==> src/rtl/msi_snoop_arbiter_if.sv <==
// Bus bundle between msi_snoop_arbiter, the two cores' miss controllers,
// the two msi_cache snoop ports and the shared line memory.
//   master : the arbiter (drives grants, snoop strobes, memory requests)
//   slave  : everything around it (requests, snoop responses, memory)
// cmd encoding: 00 BUSRD, 01 BUSRDX, 10 UPGR, 11 WB.
// snp_state encoding: 00 INVALID, 01 SHARED, 10 MODIFIED.
interface msi_snoop_arbiter_if;
  logic [1:0]  req;
  logic [1:0]  cmd0, cmd1;
  logic [10:0] addr0, addr1;
  logic [63:0] wdata0, wdata1;
  logic [1:0]  gnt;
  logic [1:0]  done;
  logic [63:0] rd_data;
  logic [1:0]  snp_search;
  logic [10:0] snp_addr;
  logic [1:0]  snp_found;
  logic [1:0]  snp_state0, snp_state1;
  logic [63:0] snp_data0, snp_data1;
  logic [1:0]  snp_inval;
  logic [1:0]  snp_dgrade;
  logic        mem_re, mem_we;
  logic [10:0] mem_addr;
  logic [63:0] mem_wdata;
  logic [63:0] mem_rdata;
  logic        mem_rdy;

  modport master (
    input  req, cmd0, cmd1, addr0, addr1, wdata0, wdata1,
           snp_found, snp_state0, snp_state1, snp_data0, snp_data1,
           mem_rdata, mem_rdy,
    output gnt, done, rd_data, snp_search, snp_addr, snp_inval, snp_dgrade,
           mem_re, mem_we, mem_addr, mem_wdata
  );

  modport slave (
    output req, cmd0, cmd1, addr0, addr1, wdata0, wdata1,
           snp_found, snp_state0, snp_state1, snp_data0, snp_data1,
           mem_rdata, mem_rdy,
    input  gnt, done, rd_data, snp_search, snp_addr, snp_inval, snp_dgrade,
           mem_re, mem_we, mem_addr, mem_wdata
  );
endinterface

==> src/rtl/msi_snoop_arbiter.sv <==
// Two-core MSI coherence bus controller. Arbitrates the cores' bus
// requests, snoops the other core's cache, flushes dirty lines, reads
// memory and hands the granted core a one-cycle done pulse.
// Ports:
//   clk    system clock, all state changes on posedge
//   rst_n  asynchronous active-low reset
//   bus    msi_snoop_arbiter_if.master (requests, snoop, memory)
// Parameters:
//   SNP_LAT  cycles snp_search is held before the snoop response is sampled (1..15)
//   RR_EN    1 = round-robin between cores, 0 = core 0 always wins
module msi_snoop_arbiter #(
  parameter int unsigned SNP_LAT = 1,
  parameter bit          RR_EN   = 1'b1
) (
  input  logic                 clk,
  input  logic                 rst_n,
  msi_snoop_arbiter_if.master  bus
);
  typedef enum logic [2:0] {IDLE, SNOOP, FLUSH, MEM_WR, MEM_RD, INVAL, DGRADE, DONE} state_t;

  localparam logic [1:0] C_RD   = 2'b00;
  localparam logic [1:0] C_RDX  = 2'b01;
  localparam logic [1:0] C_UPGR = 2'b10;
  localparam logic [1:0] C_WB   = 2'b11;
  localparam logic [1:0] ST_MOD = 2'b10;
  localparam logic [3:0] LAT_M1 = 4'(SNP_LAT - 1);

  state_t      r_state;
  logic        r_g;      // granted core
  logic        r_last;   // last granted core
  logic [1:0]  r_cmd;
  logic [10:0] r_addr;
  logic        r_found;
  logic [3:0]  r_cnt;
  logic [1:0]  r_gnt, r_done, r_snp_search, r_snp_inval, r_snp_dgrade;
  logic [63:0] r_rd_data, r_mem_wdata;
  logic [10:0] r_snp_addr, r_mem_addr;
  logic        r_mem_re, r_mem_we;

  logic        w_pick;
  logic [1:0]  w_cmd;
  logic [10:0] w_addr;
  logic [63:0] w_wdata;
  logic        w_o_found, w_o_mod;
  logic [1:0]  w_o_state, w_o_hot;
  logic [63:0] w_o_data;

  // With both requesting, round-robin hands the bus to the core not served last.
  assign w_pick  = (bus.req == 2'b11) ? (RR_EN ? ~r_last : 1'b0) : bus.req[1];
  assign w_cmd   = w_pick ? bus.cmd1   : bus.cmd0;
  assign w_addr  = w_pick ? bus.addr1  : bus.addr0;
  assign w_wdata = w_pick ? bus.wdata1 : bus.wdata0;

  // Snoop responses always come from the non-granted core.
  assign w_o_found = r_g ? bus.snp_found[0] : bus.snp_found[1];
  assign w_o_state = r_g ? bus.snp_state0   : bus.snp_state1;
  assign w_o_data  = r_g ? bus.snp_data0    : bus.snp_data1;
  assign w_o_hot   = r_g ? 2'b01 : 2'b10;
  assign w_o_mod   = w_o_found && (w_o_state == ST_MOD);

  always_ff @(posedge clk or negedge rst_n) begin
    if (!rst_n) begin
      r_state      <= IDLE;
      r_g          <= 1'b0;
      r_last       <= 1'b1;
      r_cmd        <= C_RD;
      r_addr       <= '0;
      r_found      <= 1'b0;
      r_cnt        <= '0;
      r_gnt        <= '0;
      r_done       <= '0;
      r_snp_search <= '0;
      r_snp_inval  <= '0;
      r_snp_dgrade <= '0;
      r_rd_data    <= '0;
      r_mem_wdata  <= '0;
      r_snp_addr   <= '0;
      r_mem_addr   <= '0;
      r_mem_re     <= 1'b0;
      r_mem_we     <= 1'b0;
    end else begin
      r_done       <= '0;
      r_snp_inval  <= '0;
      r_snp_dgrade <= '0;
      unique case (r_state)
        IDLE: if (|bus.req) begin
          r_g        <= w_pick;
          r_gnt      <= w_pick ? 2'b10 : 2'b01;
          r_cmd      <= w_cmd;
          r_addr     <= w_addr;
          r_snp_addr <= w_addr;
          if (w_cmd == C_WB) begin
            r_mem_we    <= 1'b1;
            r_mem_addr  <= w_addr;
            r_mem_wdata <= w_wdata;
            r_state     <= MEM_WR;
          end else begin
            r_snp_search <= w_pick ? 2'b01 : 2'b10;
            r_cnt        <= LAT_M1;
            r_state      <= SNOOP;
          end
        end
        SNOOP: begin
          if (r_cnt != '0) begin
            r_cnt <= r_cnt - 4'd1;
          end else begin
            r_snp_search <= '0;
            r_found      <= w_o_found;
            if (w_o_mod) begin
              // Dirty copy elsewhere: it is both the returned line and the flush data.
              r_rd_data   <= w_o_data;
              r_mem_wdata <= w_o_data;
              r_mem_addr  <= r_addr;
              r_mem_we    <= 1'b1;
              r_state     <= FLUSH;
            end else if (r_cmd == C_UPGR) begin
              if (w_o_found) begin
                r_snp_inval <= w_o_hot;
                r_state     <= INVAL;
              end else begin
                r_done  <= r_gnt;
                r_state <= DONE;
              end
            end else begin
              r_mem_addr <= r_addr;
              r_mem_re   <= 1'b1;
              r_state    <= MEM_RD;
            end
          end
        end
        FLUSH: if (bus.mem_rdy) begin
          r_mem_we <= 1'b0;
          if (r_cmd == C_RD) begin
            r_snp_dgrade <= w_o_hot;
            r_state      <= DGRADE;
          end else begin
            r_snp_inval <= w_o_hot;
            r_state     <= INVAL;
          end
        end
        MEM_WR: if (bus.mem_rdy) begin
          r_mem_we <= 1'b0;
          r_done   <= r_gnt;
          r_state  <= DONE;
        end
        MEM_RD: if (bus.mem_rdy) begin
          r_mem_re  <= 1'b0;
          r_rd_data <= bus.mem_rdata;
          if (r_cmd == C_RDX && r_found) begin
            r_snp_inval <= w_o_hot;
            r_state     <= INVAL;
          end else begin
            r_done  <= r_gnt;
            r_state <= DONE;
          end
        end
        INVAL, DGRADE: begin
          r_done  <= r_gnt;
          r_state <= DONE;
        end
        DONE: begin
          r_gnt   <= '0;
          r_last  <= r_g;
          r_state <= IDLE;
        end
        default: r_state <= IDLE;
      endcase
    end
  end

  assign bus.gnt        = r_gnt;
  assign bus.done       = r_done;
  assign bus.rd_data    = r_rd_data;
  assign bus.snp_search = r_snp_search;
  assign bus.snp_addr   = r_snp_addr;
  assign bus.snp_inval  = r_snp_inval;
  assign bus.snp_dgrade = r_snp_dgrade;
  assign bus.mem_re     = r_mem_re;
  assign bus.mem_we     = r_mem_we;
  assign bus.mem_addr   = r_mem_addr;
  assign bus.mem_wdata  = r_mem_wdata;
endmodule

==> src/flat_wrapper.sv <==
// flat-port wrapper written by rule: the top's interface ports become plain ports
module msi_snoop_arbiter_flat 
#(
  parameter int unsigned SNP_LAT = 1,
  parameter bit          RR_EN   = 1'b1
)
  (clk, rst_n, bus_req, bus_cmd0, bus_cmd1, bus_addr0, bus_addr1, bus_wdata0, bus_wdata1, bus_snp_found, bus_snp_state0, bus_snp_state1, bus_snp_data0, bus_snp_data1, bus_mem_rdata, bus_mem_rdy, bus_gnt, bus_done, bus_rd_data, bus_snp_search, bus_snp_addr, bus_snp_inval, bus_snp_dgrade, bus_mem_re, bus_mem_we, bus_mem_addr, bus_mem_wdata);
  msi_snoop_arbiter_if bus_i ();
  input  logic clk;
  input  logic rst_n;
  input wire logic [$bits(bus_i.req)-1:0] bus_req;
  input wire logic [$bits(bus_i.cmd0)-1:0] bus_cmd0;
  input wire logic [$bits(bus_i.cmd1)-1:0] bus_cmd1;
  input wire logic [$bits(bus_i.addr0)-1:0] bus_addr0;
  input wire logic [$bits(bus_i.addr1)-1:0] bus_addr1;
  input wire logic [$bits(bus_i.wdata0)-1:0] bus_wdata0;
  input wire logic [$bits(bus_i.wdata1)-1:0] bus_wdata1;
  input wire logic [$bits(bus_i.snp_found)-1:0] bus_snp_found;
  input wire logic [$bits(bus_i.snp_state0)-1:0] bus_snp_state0;
  input wire logic [$bits(bus_i.snp_state1)-1:0] bus_snp_state1;
  input wire logic [$bits(bus_i.snp_data0)-1:0] bus_snp_data0;
  input wire logic [$bits(bus_i.snp_data1)-1:0] bus_snp_data1;
  input wire logic [$bits(bus_i.mem_rdata)-1:0] bus_mem_rdata;
  input wire logic [$bits(bus_i.mem_rdy)-1:0] bus_mem_rdy;
  output wire logic [$bits(bus_i.gnt)-1:0] bus_gnt;
  output wire logic [$bits(bus_i.done)-1:0] bus_done;
  output wire logic [$bits(bus_i.rd_data)-1:0] bus_rd_data;
  output wire logic [$bits(bus_i.snp_search)-1:0] bus_snp_search;
  output wire logic [$bits(bus_i.snp_addr)-1:0] bus_snp_addr;
  output wire logic [$bits(bus_i.snp_inval)-1:0] bus_snp_inval;
  output wire logic [$bits(bus_i.snp_dgrade)-1:0] bus_snp_dgrade;
  output wire logic [$bits(bus_i.mem_re)-1:0] bus_mem_re;
  output wire logic [$bits(bus_i.mem_we)-1:0] bus_mem_we;
  output wire logic [$bits(bus_i.mem_addr)-1:0] bus_mem_addr;
  output wire logic [$bits(bus_i.mem_wdata)-1:0] bus_mem_wdata;
  assign bus_i.req = bus_req;
  assign bus_i.cmd0 = bus_cmd0;
  assign bus_i.cmd1 = bus_cmd1;
  assign bus_i.addr0 = bus_addr0;
  assign bus_i.addr1 = bus_addr1;
  assign bus_i.wdata0 = bus_wdata0;
  assign bus_i.wdata1 = bus_wdata1;
  assign bus_i.snp_found = bus_snp_found;
  assign bus_i.snp_state0 = bus_snp_state0;
  assign bus_i.snp_state1 = bus_snp_state1;
  assign bus_i.snp_data0 = bus_snp_data0;
  assign bus_i.snp_data1 = bus_snp_data1;
  assign bus_i.mem_rdata = bus_mem_rdata;
  assign bus_i.mem_rdy = bus_mem_rdy;
  assign bus_gnt = bus_i.gnt;
  assign bus_done = bus_i.done;
  assign bus_rd_data = bus_i.rd_data;
  assign bus_snp_search = bus_i.snp_search;
  assign bus_snp_addr = bus_i.snp_addr;
  assign bus_snp_inval = bus_i.snp_inval;
  assign bus_snp_dgrade = bus_i.snp_dgrade;
  assign bus_mem_re = bus_i.mem_re;
  assign bus_mem_we = bus_i.mem_we;
  assign bus_mem_addr = bus_i.mem_addr;
  assign bus_mem_wdata = bus_i.mem_wdata;
  msi_snoop_arbiter #(.SNP_LAT(SNP_LAT), .RR_EN(RR_EN)) u_core (.clk(clk), .rst_n(rst_n), .bus(bus_i));
endmodule
==> config.mk <==
export PLATFORM = sky130hd
export DESIGN_NAME = msi_snoop_arbiter_flat
export DESIGN_NICKNAME = d
export VERILOG_FILES = /design/src/rtl/msi_snoop_arbiter_if.sv /design/src/rtl/msi_snoop_arbiter.sv /design/src/flat_wrapper.sv
export SDC_FILE = /design/constraint.sdc
export NUM_CORES = 1
export LEC_CHECK = 0
export ABC_AREA = 0
export BUFFER_PORTS_ARGS = -buffer_cell sky130_fd_sc_hd__buf_2
export CAP_MARGIN = 20
export CORE_AREA = 2 2 199 201
export CTS_CLUSTER_DIAMETER = 50
export DETAILED_ROUTE_END_ITERATION = 10
export DIE_AREA = 0 0 201 203
export PLACE_DENSITY = 0.59
export SETUP_SLACK_MARGIN = 0.3
export SYNTH_ARGS = -nofsm -noshare
export SYNTH_HDL_FRONTEND = slang
export SYNTH_SLANG_ARGS = --single-unit
==> constraint.sdc <==
create_clock -name clk -period 3.3 [get_ports clk]
set_clock_uncertainty 0.15 [all_clocks]
set_input_delay 0.165 -clock clk [delete_from_list [all_inputs] [get_ports clk]]
set_output_delay 0.165 -clock clk [all_outputs]
set_load 0.01 [all_outputs]
==> out/results.env <==
STATUS='finished clean'
FIN_UTIL=0.387
ACHIEVABLE-FREQUENCY_GHz=0.354
WORSTREG2REGSTART='u_core.r_state[2]'
CTSHTREEMAXLEVEL=4
FINAL_LAYOUT_SIZE_SUFFIX_GT1_FRAC=0.386
SYNTH.YOSYS.SEQ_AREA_SHARE=0.446
SYNTH-ADDER-AREA-SHARE=0.00128
GRT_PASS1_WL_UM=57200
YOSYS.AREA_SHARE.SIMPLE=0.145
DR_WL_MET2_UM=17900
OVERALL_FRACTION_OF_GLOBAL_ROUTE_TRACKS_IN_USE=0.180
SYN_NETS=1399
FP.COREAREA_UM2=38500
ROWS=72
VDD.IR_DROP.WORST_mV=0.473
ROUTE.MET3.WL_UM=2450
DR.MAX_LAYER_USED='met5'
P_SW_FRAC=0.406
LAYOUT.CELLS.MOST_COMMON='buf_2'
TRITONROUTE_PASS_1_ITERS=5
DETAILED_ROUTE_WIRE_LENGTH_ON_METAL_1_UM=16300
ROUTE.DETAILED.DRC=0
MAXIMUM_NUMBER_OF_PINS_ON_ONE_NET_BEFORE_GLOBAL_ROUTE_REPAIR=145
FINALNETCOUNT=2001
INTPOWER_mW=7.23
SLEW_OF_THE_PIN_WITH_THE_LOWEST_SLEW_MARGIN_NS=0.766
VIAS_IN_THE_FIRST_GLOBAL_ROUTE=10100
CRITICAL_PATH_PEAK_FANOUT=52
DIE_HEIGHT_UM=203
FINAL_PERIOD_MINUS_WORST_SETUP_SLACK_NS=2.82
SYNTH_TOP_FLOP_CELL='dfrtp_1'
LAYOUTNONFILLERINSTCOUNT=2176
MOST_USED_CELLS_IN_THE_LAYOUT_EXCLUDING_FILL_AND_TAP_CELLS='buf_2 (517), nand2_1 (175), dfrtp_1 (172), o21ai_0 (142), dlygate4sd3_1 (137)'
CTS-ROOT-BUF='clkbuf_16'
CLK_TRANSITION_REPORTED_PATHS_NS=0.07
YOSYS.CELL_TYPES.COUNT=48
AVG_CELL_AREA_SYN_UM2=9.39
CTS_REPAIR_RESIZE_COUNT=0
HPWLAFTERDP_UM=27500
SYNTH_COMPOUND_GATE_AREA_SHARE=0.193
FIRST_ITER_VIOLATIONS=655
CTS-BUFFERS-INSERTED=17
SETUP_REPAIR_AFTER_GLOBAL_ROUTING_MISSED_ITS_MARGIN='false'
YOSYSWARNINGCOUNT=0
GP_CONGESTION=0.917
SYNTH-EDFF-COUNT=0
SIGNAL_ARRIVAL_TIME_AT_THE_WORST_ENDPOINT_NS=3.04
WORST_SKEW_PAIR.LATE_LATENCY_NS=0.44
DATA_REQUIRED_TIME_OF_THE_WORST_PATH_NS=3.52
CLOCK_TREE_FROM_TRITONCTS='done'
FLOORPLAN.DIE.WIDTH_UM=201
P_LEAK_nW=7.51
POST-PLACE-CELLS=2005
GRT-OVFL-TOTAL=0
DR_TOTAL_VIAS=10100
I_O_BUFFERS=518
SEQ_POWER_SHARE=0.307
SYNTH-XOR-AREA-SHARE=0.000896
CRITICALPATHCATEGORY='reg2reg'
CLOCKPOWERSHARE=0.183
IOPINCOUNT=519
SYNTH_TOP_FAMILY_BY_AREA='compound AO/OA/AOI/OAI gates'
REPORT.FINAL.HOLD_VIOL_COUNT=0
POWER.DENSITY_CELL_AREA_nW_PER_UM2=818
SYNTHESIS.INSTANCES=1041
ASYNC_RESET_FF_FRAC=1.00
SYNTH.MUX.AREA_FRACTION=0.173
HOLD_PATH.CLASS='in2reg'
VIA_PER_INSTANCE_RATIO=4.66
SLEW_HEADROOM=0.490
WIRE_PER_INST_UM=17.3
TOTALNEGATIVESETUPSLACK_NS=0
SYNTHTOLAYOUTAREAGROWTH_PCT=52.3
SYNTH.CELL_AREA_UM2=9770
GRT_ANTENNA_BEFORE_REPAIR=3
CAP_VIOLATIONS=0
SETUP.WORST_PATH.START_CLASS='register'
CLOCK-SINKS=174
FINAL_COUNT_OF_NEGATIVE_SETUP_SLACK_ENDPOINTS=0
ANTENNA_LEFT=0
FINALMAXSLEWVIOLATIONS=0
NETSWITCHINGPOWER_mW=4.95
POSTSYNTHREGISTERBITS=174
DIE_AREA_UM2=40800
COMB_POWER_SHARE=0.510
CTSLONGESTPATHBUFFERS=2
CP-END-KIND='register'
WORSTSETUPSTARTPOINT='u_core.r_state[2]'
ROUTE.FINAL.WIRE_LENGTH_UM=37700
POST-ROUTE-PERIOD-UTIL=0.856
HOLD_PATH.STARTPOINT='bus_mem_rdata[26]'
FLOORPLAN.INITIALDENSITY=0.254
-- layer usage --
metal | up-vias | GRT usage
met2 | 433 | 0.301
met5 | - | 0
met4 | 2 | 0.0630
met3 | 62 | 0.0396
met1 | 4752 | 0.228
li1 | 4883 | -
-- sequential cells by signal, summed over array words and instances, names as in the netlist --
name                   count
u_core.r_cmd               2
u_core.bus.done            2
u_core.bus.mem_wdata      64
u_core.r_cnt               4
u_core.r_last              1
u_core.bus.mem_we          1
u_core.r_g                 1
u_core.bus.snp_dgrade      2
u_core.bus.rd_data        64
u_core.bus.mem_re          1
u_core.bus.mem_addr       11
u_core.r_found             1
u_core.bus.gnt             2
u_core.bus.snp_search      2
u_core.bus.snp_addr       11
u_core.r_state             3
u_core.bus.snp_inval       2
-- worst max-delay path, cell delays in order (launching register included) --
cell and delay (ns):
dfrtp_1 0.75, or3b_4 0.59, buf_4 0.33, nand2_1 0.14, o21ai_0 0.09, dlygate4sd3_1 0.58
o21ai_1 0.11
-- through the flow --
stage | hold WS (ns) | setup slack, ns | cell area (µm²) | power (mW)
after global placement | 0.0505 | 0.668 | 12900 | 9.69
after CTS | 0.0000301 | 0.536 | 14900 | 12.3
after global routing | 0.00537 | 0.351 | 14900 | 13.1
final | 0.0198 | 0.477 | 14900 | 12.2
after floorplan | -0.281 | 0.912 | 9770 | 7.47
after detailed placement | 0.0525 | 0.593 | 12900 | 9.78
-- timing repair --
item                                    CTS  global route
hold buffers                            137             0
setup buffers                             0             0
endpoints found under the setup margin    0             0
hold endpoints to repair                186             0
-- worst paths after layout --
check / end / slack (ns) / depth (start not counted)
setup / recovery: u_core.bus.rd_data[6] / 0.48 / 6
setup reg to reg: u_core.bus.rd_data[6] / 0.48 / 6
hold reg to reg: u_core.bus.rd_data[56] / 0.32 / 2
min in group asynchronous: u_core.bus.mem_wdata[2] / 0.14 / 2
max in group asynchronous: u_core.bus.mem_wdata[28] / 2.10 / 3
hold / removal: u_core.bus.rd_data[26] / 0.02 / 3
-- Yosys cell counts, types with 2 or more instances --
library cell  number  area (µm²)
or3b_2             2        17.5
a211oi_1          64         480
a31oi_1            3        18.8
nand4b_1           4        35.0
nor3_1             7        35.0
o32ai_1            2        17.5
nand2_1          175         657
o21ai_0          142         711
nor3b_1            3        22.5
a21oi_1           79         395
inv_1              2        7.51
mux2_2            17         191
buf_2              9        45.0
nand3_1            4        20.0
clkbuf_1          60         225
or3_1              2        12.5
mux2i_1           76         761
nor2b_1           67         419
nor2_1            31         116
mux2_4            49         736
dfrtp_1          173        4330
buf_1             11        41.3
buf_6              7        78.8
nand2b_1           3        18.8
o21ai_1           21         105
and3_1             2        12.5
a21boi_0           3        22.5
nand3b_1           2        15.0
o22ai_1            2        12.5
-- layout make-up --
class                      instances  area [µm²]
clock inverter                     8         154
sequential                       174        4360
antenna                            2        5.00
multi-input combinational        777        5040
timing repair buffer             671        4180
tap                              518         648
clock buffer                      24         482
inverter                           2        7.51
fill                            3899       23600
-- logic make-up (layout without fill, tap and decap cells) --
family,count (synthesis),after routing
muxes,142,142
buffers and inverters,90,705
xor gates and xnor gates,1,1
DFF,174,174
and+or+nand+nor,306,306
other,0,2
adders and majority gates,1,1
AOI/OAI and AO/OA,327,327
-- power by group through the flow --
stage                     Combinational (mW)  Clock [mW]  Sequential (mW)
after floorplan                         3.39           0             4.08
after global placement                  5.94           0             3.74
after detailed placement                6.02           0             3.76
after CTS                               6.23        2.30             3.74
after global routing                    6.81        2.38             3.88
final                                   6.21        2.23             3.74
No activity file was read; power rests on OpenSTA's default activity.
